$ cat src/rtl/max_unpool16.sv
// max_unpool16 -- 16-lane max-unpooling expander.
//
// Takes one packed {index, value} word per pooling window (as produced by the
// 16-input max/argmax tree) and replays the window serially, one element per
// cycle. Lane index[3:0] carries value; every other lane carries zero.
//
// Optional feature: define MAX_UNPOOL16_IDX_CHK_EN to flag words whose upper
// index bits are non-zero. Such a word raises idx_err for one cycle and is
// emitted as an all-zero window. Without the macro the upper index bits are
// ignored and idx_err is tied low.
//
// Ports:
//   clk        core clock, rising edge
//   rst        synchronous active-high reset
//   in_data    {index[Index_Width-1:0], value[Data_Width-1:0]}
//   in_valid   in_data valid
//   in_ready   block can accept in_data this cycle (combinational)
//   out_data   current window element
//   out_idx    lane number of out_data (0..15)
//   out_valid  out_data valid
//   out_ready  downstream accepts out_data this cycle
//   out_last   high with out_valid on lane 15
//   idx_err    one-cycle pulse on a bad index (optional feature only)
module max_unpool16 #(
  parameter int Data_Width  = 8,
  parameter int Index_Width = 16
) (
  input  logic                              clk,
  input  logic                              rst,
  input  logic [Index_Width+Data_Width-1:0] in_data,
  input  logic                              in_valid,
  output logic                              in_ready,
  output logic [Data_Width-1:0]             out_data,
  output logic [3:0]                        out_idx,
  output logic                              out_valid,
  input  logic                              out_ready,
  output logic                              out_last,
  output logic                              idx_err
);

  typedef enum logic [0:0] {
    IDLE = 1'b0,
    EMIT = 1'b1
  } state_t;

  state_t                state;
  logic [3:0]            counter;
  logic [3:0]            lane;
  logic [Data_Width-1:0] value;

  logic                  accept;
  logic                  advance;
  logic [3:0]            next_count;
  logic [3:0]            in_lane;
  logic [Data_Width-1:0] in_value;
  logic [Data_Width-1:0] acc_value;

  assign in_lane    = in_data[Data_Width+3:Data_Width];
  assign in_value   = in_data[Data_Width-1:0];
  assign next_count = counter + 4'd1;

  // A new word may enter when idle, or on the very cycle the last lane of
  // the current window is handed off (zero-bubble back-to-back windows).
  assign in_ready = (state == IDLE) || ((state == EMIT) && out_last && out_ready);
  assign accept   = in_valid && in_ready;
  assign advance  = out_valid && out_ready;

  // The lane counter is the registered output index.
  assign out_idx = counter;

`ifdef MAX_UNPOOL16_IDX_CHK_EN
  logic in_bad;

  // A bad index suppresses the value so the whole window comes out zero.
  assign in_bad    = |in_data[Index_Width+Data_Width-1:Data_Width+4];
  assign acc_value = in_bad ? {Data_Width{1'b0}} : in_value;

  // Error pulse: high only in the cycle following a bad-index accept.
  always_ff @(posedge clk) begin
    if (rst) begin
      idx_err <= 1'b0;
    end else begin
      idx_err <= accept && in_bad;
    end
  end
`else
  logic unused_upper_index;

  assign unused_upper_index = ^in_data[Index_Width+Data_Width-1:Data_Width+4];
  assign acc_value          = in_value;
  assign idx_err            = 1'b0;
`endif

  // Window FSM: latch the word on accept, then step through lanes 0..15.
  // out_data/out_last are precomputed for the lane that becomes current, so
  // they stay frozen whenever the downstream stalls.
  always_ff @(posedge clk) begin
    if (rst) begin
      state     <= IDLE;
      counter   <= 4'd0;
      lane      <= 4'd0;
      value     <= {Data_Width{1'b0}};
      out_valid <= 1'b0;
      out_last  <= 1'b0;
      out_data  <= {Data_Width{1'b0}};
    end else if (accept) begin
      state     <= EMIT;
      counter   <= 4'd0;
      lane      <= in_lane;
      value     <= acc_value;
      out_valid <= 1'b1;
      out_last  <= 1'b0;
      out_data  <= (in_lane == 4'd0) ? acc_value : {Data_Width{1'b0}};
    end else if (advance) begin
      if (out_last) begin
        state     <= IDLE;
        counter   <= 4'd0;
        out_valid <= 1'b0;
        out_last  <= 1'b0;
        out_data  <= {Data_Width{1'b0}};
      end else begin
        counter  <= next_count;
        out_last <= (next_count == 4'd15);
        out_data <= (next_count == lane) ? value : {Data_Width{1'b0}};
      end
    end else begin
      state <= state;
    end
  end

endmodule

$ cat config.mk
export PLATFORM = sky130hd
export DESIGN_NAME = max_unpool16
export DESIGN_NICKNAME = d
export VERILOG_FILES = /design/src/rtl/max_unpool16.sv
export SDC_FILE = /design/constraint.sdc
export NUM_CORES = 1
export LEC_CHECK = 0
export BUFFER_PORTS_ARGS = -buffer_cell sky130_fd_sc_hd__buf_2
export CORE_UTILIZATION = 30
export DETAILED_ROUTE_END_ITERATION = 10
export GPL_ROUTABILITY_DRIVEN = 0
export GPL_TIMING_DRIVEN = 0
export HOLD_SLACK_MARGIN = 0.15
export PLACE_DENSITY = 0.56
export SLEW_MARGIN = 20
export SYNTH_ARGS = -nofsm -noshare
export SYNTH_HDL_FRONTEND = slang
export SYNTH_SLANG_ARGS = --single-unit
$ cat constraint.sdc
create_clock -name clk -period 2.2 [get_ports clk]
set_input_delay 0.11 -clock clk [delete_from_list [all_inputs] [get_ports clk]]
set_output_delay 0.11 -clock clk [all_outputs]
set_load 0.01 [all_outputs]
==> results.tsv, run 1 <==
stage	metric	value	unit
synth	syn_nets	175	
global_routing	grt_max_degree	16	
floorplan	die_area	4410	µm²
worst_setup_path	rr_endpoint	out_data[6]	
worst_hold_path	min_to	state	
place	dp_hpwl	2300	µm
clocking	worst_skew_pair.late_latency	0.27	ns
cells_and_area	antenna_cells	0	
pwr	power	1.08	mW
worst_setup_path	start_kind	flip-flop	
cells_and_area	drive_gt1_share	23.0	%
floorplan	start_util	31.1	%
floorplan	die_h	66.4	µm
global_routing	grt_pass1_wl	5210	µm
timing	worst_slew_pin_slew	0.761	ns
timing	skew	0.00352	ns
cells_and_area	area_delta_synth_final	32.9	%
route	vias	1186	
cells_and_area	fin_util	41.4	%
synth	avgSynthCellArea	8.59	µm²
route	first_pass_iters	4	
place	place_area	1450	µm²
timing	hold_violations	0	
route	dr.first_iter.drc_count	62	
floorplan	ioPinCount	44	
global_routing	grt_pass1_vias	1119	
outcome	status	complete, no violations	
worst_setup_path	r2r_cells	6	
route	viasPerCell	4.92	
timing	relSlewSlack	48.9	%
worst_setup_path	cp.arrival	2.19	ns
floorplan	die_w	66.4	µm
timing	slew_violations	0	
floorplan	num_rows	23	
clocking	cts_resized	0	
synth	synthCells	145	
global_routing	grt_use_total	15.3	%
timing	timing.hold.ws	0.216	ns
worst_hold_path	hold_path_class	input pin to flip-flop	
cells_and_area	final_cell_mix	buf_2 (30), nand2_1 (28), dfxtp_1 (26)	
route	wirelength	3060	µm
timing	min_period_over_period	90.9	%
clocking	numCtsBuffers	3	
clocking	htreeDepth	1	
route	wl_per_cell	12.7	µm
cells_and_area	layout_commonest_cell	buf_2	
synth	ys_seq_area_share	41.8	%
clocking	clock-sinks	26	
pwr	ir_drop	0.237	mV
worst_hold_path	min_from	out_ready	
route	ant_nets	0	
cells_and_area	nets	222	
job	maxCapViolCount	0	
clocking	clk_pin_slew_worst_paths	0.09	ns
synth	ys.warnings.count	0	
cells_and_area	stdcell_area	1650	µm²
worst_setup_path	reg2reg_from	out_idx[0]	
worst_setup_path	r2r_setup_slack	0.20	ns
worst_setup_path	crit_fanout	8	
floorplan	core	4000	µm²
place	portBuffers	29	
worst_setup_path	path_class	flip-flop to flip-flop	
timing	fin_crit	2.00	ns
timing	timing.fmax	500	MHz
worst_hold_path	holdPathStages	3	
global_routing	grt_antenna_before_repair	0	
worst_setup_path	critical_path_required	2.39	ns
clocking	cts_tree	done	
timing	finalSetupViolCount	0	
synth	netlist_area	1240	µm²
pwr	power_density	650	nW/µm²
timing	tns	0	ns
synth	ys_seq_elements	26	
clocking	clock-root-buffer	clkbuf_8	
worst_setup_path	critPathMaxStageDelay	0.48	ns
timing	rsz0062_at_grt	no	
worst_setup_path	cpMaxStageDelayCell	dfxtp_1	
pwr	p_leak	0.655	nW
global_routing	globalRouteOverflowTotal	0	
worst_setup_path	crit_path_end_kind	flip-flop	
route	drc	0	
synth	ys_types	33	
clocking	clockBufferDepth	2	
worst_setup_path	crit_chain	inv_1, ha_1, xnor2_1, a2111oi_4, nand4_1, a311oi_2	
[per-layer routing]
| metal | GRT usage, % | wire, µm | vias up |
|---|---|---|---|
| li1 | - | - | 605 |
| met2 | 26.4 | 1540 | 27 |
| met5 | 0 | 0 | - |
| met3 | 2.07 | 98 | 2 |
| met1 | 19.5 | 1400 | 552 |
| met4 | 4.79 | 25 | 0 |
[timing repair]
action | in CTS | in global routing
hold endpoints to repair | 20 | 0
endpoints found under the setup margin | 0 | 1
buffers inserted | 0 | 0
hold buffers | 13 | 0
[power breakdown]
| group | leakage, nW | switching [mW] | internal [mW] |
|---|---|---|---|
| clock network | 0.0357 | 0.153 | 0.243 |
| logic | 0.407 | 0.0904 | 0.0753 |
| registers | 0.213 | 0.0167 | 0.496 |
[final cells by class]
type                    count  area (µm²)
repair buffers             42         275
plain buffers              10        71.3
well taps                  50        62.6
inverters                   3        11.3
multi-input cells         106         642
flip-flops and latches     26         520
clock buffers               3        41.3
fillers                   399        2350
clock inverters             1        30.0
[state kept, by name, summed over array words and instances, names as in the netlist]
name / count
state: 1
out_idx: 4
value: 8
out_data: 8
out_last: 1
lane: 4
[worst max-delay path by stage]
stage	from	endpoint	slack (ns)	cells past startpoint
global route	out_idx[0]	out_data[6]	0.006	6
global placement	out_idx[0]	out_data[6]	0.17	6
CTS	out_idx[0]	out_data[6]	0.10	6
detailed placement	out_idx[0]	out_data[6]	0.13	6
floorplan	out_idx[0]	out_data[6]	0.29	6
finish	out_idx[0]	out_data[6]	0.20	6
[cell families (layout without fill, tap and decap cells)]
logic type               after synthesis  after routing  synth area share [%]
AO/OA/AOI/OAI                         39             39                  21.6
XOR/XNOR                               7              7                  5.53
adder cells (fa/ha/maj)                2              2                  2.01
buffers and inverters                 13             59                  6.63
flip-flops                            26             26                  41.8
other                                  1              1                 0.301
AND/OR/NAND/NOR                       57             57                  22.1
[synth_stat cells]
cell type / n / area share [%]
a211oi_1: 2 / 1.2
nand4b_1: 1 / 0.70
ha_1: 2 / 2.0
nand2_1: 28 / 8.4
xor2_1: 1 / 0.70
and2_1: 1 / 0.50
a311oi_2: 1 / 1.2
nor4_2: 1 / 1.0
buf_4: 2 / 1.2
a21bo_2: 1 / 0.80
nand4_1: 9 / 4.5
a31oi_1: 8 / 4.0
o21bai_1: 7 / 4.2
dfxtp_1: 26 / 42
o31a_1: 1 / 0.70
xnor2_1: 5 / 3.5
o21ai_0: 1 / 0.40
conb_1: 1 / 0.30
nand3_1: 9 / 3.6
buf_2: 1 / 0.40
xnor2_2: 1 / 1.3
clkdlybuf4s50_2: 1 / 0.90
or4_1: 1 / 0.60
o21ai_1: 1 / 0.40
a21oi_1: 16 / 6.4
nor2_1: 2 / 0.60
clkbuf_1: 4 / 1.2
nor3_1: 4 / 1.6
clkbuf_8: 1 / 1.1
nand2b_1: 1 / 0.50
inv_1: 3 / 0.90
buf_6: 1 / 0.90
a2111oi_4: 1 / 2.2
[worst max-delay path: cells and delay by family, from the launching register on]
| family | cells | cell delay (ns) |
|---|---|---|
| flip-flops | 1 | 0.48 |
| XOR/XNOR | 1 | 0.16 |
| buffers and inverters | 1 | 0.08 |
| AO/OA/AOI/OAI | 2 | 0.68 |
| adder cells (fa/ha/maj) | 1 | 0.32 |
| AND/OR/NAND/NOR | 1 | 0.19 |
[per-stage QoR]
stage / setup slack [ns] / cells
2_1_floorplan: 0.292 / 145
3_3_place_gp: 0.169 / 224
3_5_place_dp: 0.130 / 224
4_1_cts: 0.104 / 241
5_1_grt: 0.00633 / 241
6_report: 0.199 / 241
(Power assumes the default switching activity.)
==> run 2: changes to the inputs <==
--- a/config.mk
+++ b/config.mk
@@ -5,13 +5,16 @@
 export SDC_FILE = /design/constraint.sdc
 export NUM_CORES = 1
 export LEC_CHECK = 0
+export ABC_AREA = 1
 export BUFFER_PORTS_ARGS = -buffer_cell sky130_fd_sc_hd__buf_2
+export CELL_PAD_IN_SITES_DETAIL_PLACEMENT = 0
+export CELL_PAD_IN_SITES_GLOBAL_PLACEMENT = 1
 export CORE_UTILIZATION = 30
 export DETAILED_ROUTE_END_ITERATION = 10
 export GPL_ROUTABILITY_DRIVEN = 0
 export GPL_TIMING_DRIVEN = 0
 export HOLD_SLACK_MARGIN = 0.15
-export PLACE_DENSITY = 0.56
+export PLACE_DENSITY = 0.74
 export SLEW_MARGIN = 20
 export SYNTH_ARGS = -nofsm -noshare
 export SYNTH_HDL_FRONTEND = slang
==> constraint.sdc (replaced) <==
create_clock -name clk -period 2.3 [get_ports clk]
set_input_delay 0.115 -clock clk [delete_from_list [all_inputs] [get_ports clk]]
set_output_delay 0.115 -clock clk [all_outputs]
set_load 0.01 [all_outputs]
==> run 2 against run 1 <==
Against the previous run: die area is 1.6% higher; sequential cell count stayed put; via count is 6.2% higher; synthesized area is 1.7% higher; combinational power is 10% higher; utilization is 0.67 points lower; power is 9.4% lower; cell count is 14% higher; synthesized cell count is 24% higher; critical endpoint is now out_data[2]; largest power group unchanged; highest routed layer unchanged.
==> results.tsv, run 2 <==
stage	metric	value	unit
worst_setup_path	crit_fanout	9	
global_routing	grt_pass1_vias	1134	
synth	async_flop_share	0	%
clocking	clk_pin_slew_worst_paths	0.09	ns
timing	fin_crit	1.73	ns
clocking	clock-sinks	26	
timing	slew_violations	0	
route	first_pass_iters	4	
timing	skew	0.00219	ns
clocking	clock-root-buffer	clkbuf_8	
route	wirelength	3080	µm
clocking	cts_tree	done	
worst_setup_path	start_kind	flip-flop	
outcome	status	complete, no violations	
synth	synthCells	180	
route	vias	1260	
synth	avgSynthCellArea	7.03	µm²
clocking	worst_skew_pair.late_latency	0.27	ns
route	dr.first_iter.drc_count	37	
route	ant_nets	0	
worst_setup_path	cp.arrival	1.94	ns
synth	synth-simple-area-share	30.2	%
place	dp_hpwl	2260	µm
synth	ys.flop_type	dfxtp_1	
cells_and_area	nets	255	
worst_hold_path	holdPathStages	4	
worst_setup_path	crit_start	out_idx[0]	
synth	synth_mux_area_share	0	%
worst_hold_path	hold_path_class	input pin to flip-flop	
pwr	ir_drop	0.290	mV
floorplan	num_rows	23	
global_routing	grt_use_total	14.9	%
cells_and_area	antenna_cells	0	
synth	ys_top_cells_by_area	dfxtp_1 (41%), nor2_1 (9.5%), nand2_1 (8.9%), a21oi_1 (6.3%), inv_1 (5.9%)	
synth	synth_common_cells	nor2_1 (32), nand2_1 (30), dfxtp_1 (26), inv_1 (20), a21oi_1 (16)	
clocking	numCtsBuffers	3	
synth	synth_edf_count	0	
cells_and_area	area_delta_synth_final	29.4	%
synth	synthAdderAreaFrac	1.98	%
route	wl_per_cell	11.2	µm
synth	netlist_area	1270	µm²
timing	rsz0062_at_grt	no	
clocking	htreeDepth	1	
synth	ys_seq_area_share	41.1	%
timing	finalSetupViolCount	0	
job	maxCapViolCount	0	
floorplan	die_h	67.0	µm
timing	hold_violations	0	
floorplan	start_util	31.4	%
pwr	p_leak	0.728	nW
cells_and_area	drive_gt1_share	21.4	%
cells_and_area	final_cell_mix	nor2_1 (32), nand2_1 (30), buf_2 (30)	
synth	synthXorXnorAreaFrac	0	%
synth	synth_top_family_by_area	simple AND/OR/NAND/NOR gates	
pwr	power_density	594	nW/µm²
place	portBuffers	29	
cells_and_area	reg_top3	out_data: 8 flops, value: 8 flops	
floorplan	die_w	67.0	µm
global_routing	grt_antenna_before_repair	0	
timing	tns	0	ns
cells_and_area	fillers	443	
clocking	clockBufferDepth	2	
clocking	cts_setup_buffers	0	
floorplan	die_area	4480	µm²
worst_setup_path	path_class	flip-flop to flip-flop	
clocking	hold_buffers	11	
synth	synth_compound_area_share	16.3	%
worst_setup_path	rr_endpoint	out_data[2]	
synth	ys_types	23	
worst_setup_path	crit_path_end_kind	flip-flop	
route	viasPerCell	4.60	
worst_setup_path	critical_path_required	2.51	ns
synth	yosysTopAreaCellShare	41.1	%
timing	timing.fmax	577	MHz
synth	ys_seq_elements	26	
cells_and_area	layout_commonest_cell	nor2_1	
worst_hold_path	min_to	state	
timing	timing.hold.ws	0.162	ns
route	drc	0	
floorplan	core	4030	µm²
synth	syn_nets	210	
clocking	cts_resized	0	
worst_setup_path	r2r_cells	9	
floorplan	ioPinCount	44	
global_routing	grt_pass1_wl	4970	µm
synth	yosysMostFrequentCell	nor2_1	
global_routing	globalRouteOverflowTotal	0	
synth	synth_top_area_cell	dfxtp_1	
synth	ys.warnings.count	0	
timing	min_period_over_period	75.4	%
worst_setup_path	reg2reg_from	out_idx[0]	
global_routing	grt_max_degree	15	
worst_hold_path	min_from	out_ready	
worst_setup_path	r2r_setup_slack	0.57	ns
run 2: cell count changes after synthesis, moves of 3 or more:
cell | before | now
o22ai_1 | 0 | 8
nand4_1 | 9 | 2
o21ai_0 | 1 | 12
a31oi_1 | 8 | 0
nand3_1 | 9 | 14
inv_1 | 3 | 20
xnor2_1 | 5 | 0
nor3_1 | 4 | 0
clkbuf_1 | 4 | 1
o21bai_1 | 7 | 0
nand2_2 | 0 | 4
nor2_1 | 2 | 32
run 2: final cells by class:
type,instances,area [µm²],area share [%]
buffer,5,38.8,2.37
clock buffer,4,55.1,3.36
inverter,23,88.8,5.42
multi-input combinational,126,618,37.7
sequential,26,520,31.8
tap,50,62.6,3.82
timing repair buffer,40,255,15.6
run 2: how the worst max path moves through the flow:
stage             endpoint  slack [ns]  depth (start not counted)
2_1_floorplan  out_data[0]        0.78                          9
3_3_place_gp   out_data[2]        0.58                          9
3_5_place_dp   out_data[6]        0.57                          9
4_1_cts        out_data[6]        0.55                          9
5_1_grt        out_data[6]        0.37                          9
6_report       out_data[2]        0.57                          9
run 2: routing by layer:
metal	global-route usage, %	wire length [µm]
met5	0	0
met2	26.6	1490
met1	18.2	1500
met4	3.99	13
met3	2.57	80
run 2: critical path, cell delays in order (launching register included):
cell,delay (ns)
dfxtp_1,0.51
inv_1,0.10
ha_1,0.32
inv_1,0.08
nand2_1,0.05
nand2_1,0.05
nand2_1,0.08
nor2_4,0.23
nand3_1,0.11
a21oi_1,0.13
run 2: cells by family after synthesis:
logic type               after synthesis
AO/OA/AOI/OAI                         38
adder cells (fa/ha/maj)                2
buffers and inverters                 28
flip-flops                            26
other                                  1
AND/OR/NAND/NOR                       85
run 2: report_power, final:
| part | leakage (nW) | switching (mW) | total (mW) | internal, mW |
|---|---|---|---|---|
| Sequential | 0.214 | 0.0133 | 0.493 | 0.479 |
| Combinational | 0.486 | 0.107 | 0.183 | 0.0752 |
| Clock | 0.0288 | 0.146 | 0.299 | 0.153 |
| Total | 0.728 | 0.266 | 0.974 | 0.707 |
run 2: stage by stage:
step                instance area [µm²]  setup slack, ns  power [mW]  cells  util, %
floorplan                          1270            0.776       0.616    180        -
global placement                   1470            0.577       0.672    259     36.6
detailed placement                 1470            0.569       0.673    259     36.6
CTS                                1640            0.551       0.988    274     40.7
global route                       1640            0.365        1.03    274     40.7
finish                             1640            0.566       0.974    274     40.7
==> run 3: changes to the inputs <==
==> constraint.sdc (replaced) <==
create_clock -name clk -period 1.6 [get_ports clk]
set_input_delay 0.08 -clock clk [delete_from_list [all_inputs] [get_ports clk]]
set_output_delay 0.08 -clock clk [all_outputs]
set_load 0.01 [all_outputs]
==> run 3 against run 2 <==
Against the previous run: sequential power up 43%; global-route usage did not move; critical endpoint is now out_data[3]; cell area up 7.2%; cell count grew 1.8%; power up 47%; highest routed layer unchanged; worst setup slack worse by 0.43 ns; critical path type unchanged; first-iteration DRC count increased by 46%.
==> results.tsv, run 3 (same netlist as run 2, synthesis figures left out) <==
stage	metric	value	unit
outcome	status	complete, no violations	
global_routing	grt_pass1_vias	1135	
route	wirelength	3170	µm
global_routing	globalRouteOverflowTotal	0	
worst_setup_path	crit_chain	ha_1, inv_1, nand2_1, nand3_1, nand2_1, nor2_4, buf_12, nand3_2, a21oi_1	
floorplan	die_h	67.0	µm
worst_setup_path	cpMaxStageDelayCell	dfxtp_4	
timing	rsz0062_at_grt	no	
clocking	numCtsBuffers	3	
clocking	clock-sinks	26	
worst_setup_path	r2r_setup_slack	0.13	ns
floorplan	die_area	4480	µm²
worst_setup_path	critPathMaxStageDelay	0.38	ns
cells_and_area	drive_gt1_share	27.5	%
route	ant_nets	0	
cells_and_area	fillers	436	
timing	min_period_over_period	91.7	%
floorplan	start_util	31.4	%
place	dp_hpwl	2260	µm
place	pre_cts_ws	-0.131	ns
worst_setup_path	crit_path_end_kind	flip-flop	
place	place_area	1470	µm²
cells_and_area	fin_util	43.6	%
timing	timing.hold.ws	0.248	ns
clocking	htreeDepth	1	
cells_and_area	final_cells	279	
worst_setup_path	start_kind	flip-flop	
cells_and_area	nets	260	
worst_hold_path	hold_path_class	input pin to flip-flop	
cells_and_area	final_cell_mix	nor2_1 (32), nand2_1 (30), buf_2 (30)	
route	dr.first_iter.drc_count	54	
cells_and_area	reg_top3	out_data: 8 flops, value: 8 flops	
clocking	clockBufferDepth	2	
timing	finalSetupViolCount	0	
floorplan	core	4030	µm²
cells_and_area	area_delta_synth_final	38.7	%
route	vias	1267	
floorplan	ioPinCount	44	
route	drc	0	
timing	tns	0	ns
floorplan	die_w	67.0	µm
global_routing	grt_antenna_before_repair	0	
worst_setup_path	critical_path_required	1.80	ns
timing	hold_violations	0	
cells_and_area	stdcell_area	1760	µm²
pwr	p_leak	0.760	nW
clocking	clk_pin_slew_worst_paths	0.09	ns
timing	timing.fmax	682	MHz
worst_setup_path	crit_fanout	8	
cells_and_area	antenna_cells	0	
global_routing	grt_max_degree	15	
job	maxCapViolCount	0	
timing	skew	0.00280	ns
timing	slew_violations	0	
place	place_inst	259	
route	viasPerCell	4.54	
floorplan	num_rows	23	
worst_setup_path	path_class	flip-flop to flip-flop	
global_routing	grt_pass1_wl	4970	µm
pwr	ir_drop	0.422	mV
timing	fin_crit	1.47	ns
worst_setup_path	cp_common_cell	nand2_1	
timing	layout_setup_ws	0.133	ns
cells_and_area	layout_commonest_cell	nor2_1	
route	first_pass_iters	4	
clocking	clock-root-buffer	clkbuf_8	
global_routing	grt_use_total	14.9	%
clocking	worst_skew_pair.late_latency	0.27	ns
pwr	power_density	815	nW/µm²
worst_setup_path	cp.arrival	1.67	ns
route	wl_per_cell	11.4	µm
clocking	cts_tree	done	
pwr	power	1.43	mW
place	portBuffers	29	
==> run 3: worst max-delay path: cells and delay by family, from the launching register on <==
kind | cells | cell delay [ns]
AOI/OAI and AO/OA | 1 | 0.14
adders and majority gates | 1 | 0.23
buffers and inverters | 2 | 0.21
DFF | 1 | 0.38
and+or+nand+nor | 5 | 0.42
==> run 3: final timing paths <==
kind,to,from,cells after the start
hold / removal,out_last,out_ready,4
setup reg to reg,out_data[3],out_idx[0],9
setup / recovery,out_data[3],out_idx[0],9
hold reg to reg,lane[1],lane[1],2
==> run 3: power by group <==
group | internal, mW | leakage [nW] | total, mW | switching [mW]
sequential | 0.688 | 0.215 | 0.707 | 0.0190
combinational | 0.127 | 0.516 | 0.295 | 0.168
clock | 0.220 | 0.0288 | 0.431 | 0.210
==> run 3: final cells by class <==
type	instances	area (µm²)	share of cell area, %
multi-input cells	126	673	38.3
flip-flops and latches	26	526	29.9
repair buffers	45	313	17.8
inverters	23	88.8	5.06
well taps	50	62.6	3.56
clock buffers	4	55.1	3.13
plain buffers	5	38.8	2.21
==> run 3: metal layers <==
layer | vias to the layer above | GRT usage [%] | part of all wire (%)
met5 | - | 0 | 0
met4 | 0 | 3.99 | 0.63
met3 | 4 | 2.57 | 2.6
met2 | 20 | 26.6 | 48
met1 | 564 | 18.2 | 49
li1 | 679 | - | -
==> run 3: timing repair <==
item                                    4_1_cts  5_1_grt
hold buffers                                 14        0
gates resized for setup                       2       12
pin swaps                                     0        1
endpoints found under the setup margin        8        8
setup buffers                                 0        2
endpoints found under the hold margin        13        0
gates cloned                                  0        0
